File: src/rtl/transmissor_senha.sv
// rtl/transmissor_senha.sv - sends the stored 6-digit code as insere strobes on numero
// An optional inverted digit lets a bench exercise the lock's error path.
module transmissor_senha #(
  parameter logic [3:0]  D0        = 4'd5,
  parameter logic [3:0]  D1        = 4'd9,
  parameter logic [3:0]  D2        = 4'd0,
  parameter logic [3:0]  D3        = 4'd9,
  parameter logic [3:0]  D4        = 4'd8,
  parameter logic [3:0]  D5        = 4'd1,
  parameter int unsigned INTERVALO = 3
) (
  input  logic       clk,
  input  logic       reset,
  input  logic       inicia,
  input  logic       injeta_erro,
  input  logic [2:0] pos_erro,
  output logic [4:1] numero,
  output logic       insere,
  output logic [2:0] indice,
  output logic       ocupado,
  output logic       fim
);

  typedef enum logic [1:0] {OCIOSO, ENVIA, ESPERA, FIM} t_estado;

  localparam logic [3:0] LP_INTERVALO = 4'(INTERVALO);

  t_estado    r_estado;
  logic [3:0] r_cnt;
  logic [2:0] r_indice;
  logic       r_err_en;
  logic [2:0] r_err_pos;
  logic [3:0] r_numero;
  logic       r_insere;
  logic       r_ocupado;
  logic       r_fim;

  t_estado    w_estado_prox;
  logic [3:0] w_cnt_prox;
  logic [2:0] w_indice_prox;
  logic       w_err_en_prox;
  logic [2:0] w_err_pos_prox;
  logic [3:0] w_digito;
  logic [3:0] w_numero_prox;

  function automatic logic [3:0] f_digito(input logic [2:0] idx);
    case (idx)
      3'd0:    return D0;
      3'd1:    return D1;
      3'd2:    return D2;
      3'd3:    return D3;
      3'd4:    return D4;
      3'd5:    return D5;
      default: return 4'd0;
    endcase
  endfunction

  always_comb begin
    w_estado_prox  = r_estado;
    w_cnt_prox     = r_cnt;
    w_indice_prox  = r_indice;
    w_err_en_prox  = r_err_en;
    w_err_pos_prox = r_err_pos;
    case (r_estado)
      OCIOSO: begin
        if (inicia) begin
          w_err_en_prox  = injeta_erro;
          w_err_pos_prox = pos_erro;
          w_indice_prox  = 3'd0;
          w_estado_prox  = ENVIA;
        end
      end
      ENVIA: begin
        if (r_indice == 3'd5) begin
          w_estado_prox = FIM;
        end else begin
          w_cnt_prox    = LP_INTERVALO;
          w_estado_prox = ESPERA;
        end
      end
      ESPERA: begin
        // <= 1 keeps an out-of-range INTERVALO of 0 from wrapping into a 16-cycle wait
        if (r_cnt <= 4'd1) begin
          w_indice_prox = 3'(r_indice + 3'd1);
          w_estado_prox = ENVIA;
        end else begin
          w_cnt_prox = 4'(r_cnt - 4'd1);
        end
      end
      FIM:     w_estado_prox = OCIOSO;
      default: w_estado_prox = OCIOSO;
    endcase

    // Outputs are registered from the next state so ENVIA and its strobe share a cycle
    w_digito      = f_digito(w_indice_prox);
    w_numero_prox = r_numero;
    if (w_estado_prox == ENVIA) begin
      w_numero_prox = (w_err_en_prox && (w_err_pos_prox == w_indice_prox)) ? ~w_digito : w_digito;
    end
  end

  always_ff @(posedge clk) begin
    if (!reset) begin
      r_estado  <= OCIOSO;
      r_cnt     <= 4'd0;
      r_indice  <= 3'd0;
      r_err_en  <= 1'b0;
      r_err_pos <= 3'd0;
      r_numero  <= 4'd0;
      r_insere  <= 1'b0;
      r_ocupado <= 1'b0;
      r_fim     <= 1'b0;
    end else begin
      r_estado  <= w_estado_prox;
      r_cnt     <= w_cnt_prox;
      r_indice  <= w_indice_prox;
      r_err_en  <= w_err_en_prox;
      r_err_pos <= w_err_pos_prox;
      r_numero  <= w_numero_prox;
      r_insere  <= (w_estado_prox == ENVIA);
      r_ocupado <= (w_estado_prox != OCIOSO);
      r_fim     <= (w_estado_prox == FIM);
    end
  end

  assign numero  = r_numero;
  assign insere  = r_insere;
  assign indice  = r_indice;
  assign ocupado = r_ocupado;
  assign fim     = r_fim;

endmodule

File: config.mk
export PLATFORM = sky130hd
export DESIGN_NAME = transmissor_senha
export DESIGN_NICKNAME = d
export VERILOG_FILES = /design/src/rtl/transmissor_senha.sv
export SDC_FILE = /design/constraint.sdc
export NUM_CORES = 1
export LEC_CHECK = 0
export ABC_AREA = 1
export CAP_MARGIN = 10
export CORE_MARGIN = 2
export CORE_UTILIZATION = 40
export CTS_BUF_LIST = sky130_fd_sc_hd__clkbuf_8
export DETAILED_ROUTE_END_ITERATION = 10
export DONT_BUFFER_PORTS = 1
export SYNTH_ARGS = -nofsm -noshare
export SYNTH_HDL_FRONTEND = slang
export SYNTH_SLANG_ARGS = --single-unit
File: constraint.sdc
create_clock -name clk -period 1.8 [get_ports clk]
set_clock_uncertainty 0.2 [all_clocks]
set_input_delay 0.36 -clock clk [delete_from_list [all_inputs] [get_ports clk]]
set_output_delay 0.36 -clock clk [all_outputs]
set_load 0.01 [all_outputs]
==> results.json <==
{
  "cp-end-kind": "flop",
  "nFillCells": 240,
  "die_x_um": 56.20,
  "met3_length_um": 81,
  "layout.nets": 191,
  "fp.dieH_um": 56.20,
  "final.period_utilization_pct": 104.4,
  "syn-cell-area_sq_mm": 0.001090,
  "cts.htree.levels": 1,
  "irDropWorstVdd_mv": 0.5616,
  "wl_met1_um": 1135,
  "slew_viol_final": 0,
  "setup_violations": 4,
  "pre_cts_ws_ns": -0.08571,
  "routed_wl_um": 2473,
  "max_freq_mhz": 532.1,
  "dp_cells": 201,
  "drive_above_1_share_pct": 39.66,
  "rr_endpoint": "numero[3]",
  "grt_pass1_wl_um": 4133,
  "grt_pass1_vias": 987,
  "period_minus_slack_ns": 1.879,
  "via_per_inst": 4.876,
  "clkSlewWorstSetupHoldPaths_ns": 0.07,
  "diodes": 0,
  "dr.pass1.iters": 4,
  "design.portCount": 17,
  "synth_fp_nets": 169,
  "via_count": 1019,
  "yosys_warnings": 0,
  "hold_viol": 0,
  "rsz0062_at_grt": "yes",
  "clk_latency_ns": 0.26,
  "drc": 0,
  "syn_avg_cell_area_sq_um": 6.897,
  "instances_no_fill": 209,
  "hold_start": "reset",
  "clk_path_buf_depth": 2,
  "synth_top_area_cell": "dfxtp_1",
  "ys_types": 23,
  "maxCapViolations": 0,
  "start_util_pct": 43.20,
  "dp_hpwl_um": 1672,
  "final_common_cell": "nand2_1",
  "netlist_instances": 158,
  "arrival_ns": 1.84,
  "syn_to_final_growth_pct": 32.38,
  "start_kind": "flop",
  "ys_ff_latch": 20,
  "clkSinkCount": 20,
  "crit_required_ns": 1.76,
  "cts_hold_buffers": 0,
  "min_to": "r_estado[0]",
  "dr_wl_met2_um": 1208,
  "mostFrequentLayoutCells": "nand2_1, inv_1, dfxtp_1, buf_4, nand2_2",
  "cts_tree": "yes",
  "die_area_sq_mm": 0.003158,
  "worstPathMaxFanout": 4,
  "setup_slack_ns": -0.07946,
  "wl_per_cell_um": 11.83,
  "ys_seq_area_share_pct": 36.74,
  "port-buffer-count": 0,
  "p_per_area_mw_per_mm2": 976.8,
  "postRouteAntennaNets": 0,
  "rows": 18,
  "p_leak_nw": 0.6923,
  "hold_path.class": "in2reg",
  "synth_area_leaders": "dfxtp_1, nand2_1, inv_1, nor2_1, ha_1",
  "grt_max_degree": 13,
  "path_class": "reg2reg",
  "cts_made_buffers": 3,
  "grt_overflow_total": 0,
  "failed_checks": "negative setup slack",
  "clockRootBuffer": "clkbuf_8",
  "drt-initial-drc-count": 21,
  "worst_slew_pin_slew_ns": 0.4031,
  "max_slew_margin_pct": 73.10,
  "timing.rr.start": "r_cnt[1]",
  "hold_depth": 2,
  "outcome": "finished, violations left",
  "synth.top_cell.area_share_pct": 36.74,
  "r2r_cells": 15,
  "grt_use_total_pct": 16.71,
  "core_area_sq_mm": 0.002522,
  "regToRegSetupSlack_ns": -0.08,
  "top_layer": "met4",
  "place.gp.congestion": 0.8451,
  "antenna_found_initial": 0
}
-- flip-flops by register name, indices dropped and copies added, names as in the netlist --
name	count
r_estado	2
numero	4
fim	1
r_err_pos	3
r_err_en	1
insere	1
ocupado	1
r_cnt	4
indice	3
-- cells by family (layout without fill, tap and decap cells) --
group / after synthesis / count (layout) / share of synthesized area [%]
buffers and inverters: 33 / 54 / 12.05
AND/OR/NAND/NOR: 83 / 83 / 37.20
flip-flops: 20 / 20 / 36.74
AO/OA/AOI/OAI: 18 / 18 / 9.415
adder cells (fa/ha/maj): 4 / 4 / 4.593
-- final cells by class --
type	instances	area (sq um)	share of cell area [%]
clock inverter	1	30.03	2.082
multi-input combinational	105	656.9	45.53
tap	30	37.54	2.602
sequential	20	402.9	27.93
timing repair buffer	19	155.1	10.75
inverter	31	118.9	8.239
clock buffer	3	41.29	2.862
-- synthesized netlist by cell type (all sizes together) --
library cell	n
nand2	43
inv	31
dfxtp	20
nor2	20
nand3	12
o21ai	11
a21oi	5
ha	4
nor3	3
nand4	2
nor3b	2
a211oi	1
and2	1
buf	1
clkbuf	1
o21a	1
-- power by group --
group | internal, W | switching, W | total (W)
clock network | 0.000297 | 0.000150 | 0.000446
logic | 0.000195 | 0.000242 | 0.000437
registers | 0.000490 | 0.0000357 | 0.000526
-- per-layer routing --
metal  GRT usage (%)  vias to the layer above
met5               0                        -
met4           8.844                        0
met3           3.256                        5
met2           27.23                       15
met1           20.66                      470
li1                -                      529
-- per-stage QoR --
step,instance area (sq um),utilization (%),power (W),hold slack [ns],setup TNS [ns]
after floorplan,1092,-,0.0007720,0.2711,0
after global placement,1240,49.16,0.0008838,0.3034,-0.04328
after detailed placement,1240,49.16,0.0008882,0.2970,-0.2652
after CTS,1384,54.86,0.001388,0.01740,-0.07511
after global routing,1443,57.19,0.001499,0.001027,-0.9566
final,1443,57.19,0.001409,0.006463,-0.2389
-- critical path, cell delays in order (launching register included) --
cell	delay [ns]
dfxtp_2	0.33
inv_4	0.07
ha_4	0.15
inv_2	0.03
nand2_2	0.09
nand2_2	0.09
nor2_4	0.14
nand2_2	0.06
nand2_2	0.11
nor2_2	0.06
nor2_4	0.14
nand2_2	0.09
nand2_1	0.06
nand3_1	0.06
nand2_1	0.06
inv_1	0.04
-- how the worst max path moves through the flow --
stage,start,to,cells past startpoint
floorplan,r_cnt[0],numero[3],16
global placement,r_cnt[0],numero[3],16
detailed placement,r_cnt[0],numero[3],16
CTS,r_cnt[0],numero[1],15
global route,r_cnt[1],numero[3],15
finish,r_cnt[1],numero[3],15
-- timing repair --
| item | in CTS | in global routing |
|---|---|---|
| buffers inserted | 3 | 1 |
| endpoints found under the setup margin | 5 | 8 |
| pin swaps | 14 | 8 |
| resized for setup | 14 | 17 |
Note: power is estimated with default switching activity, not from simulation.
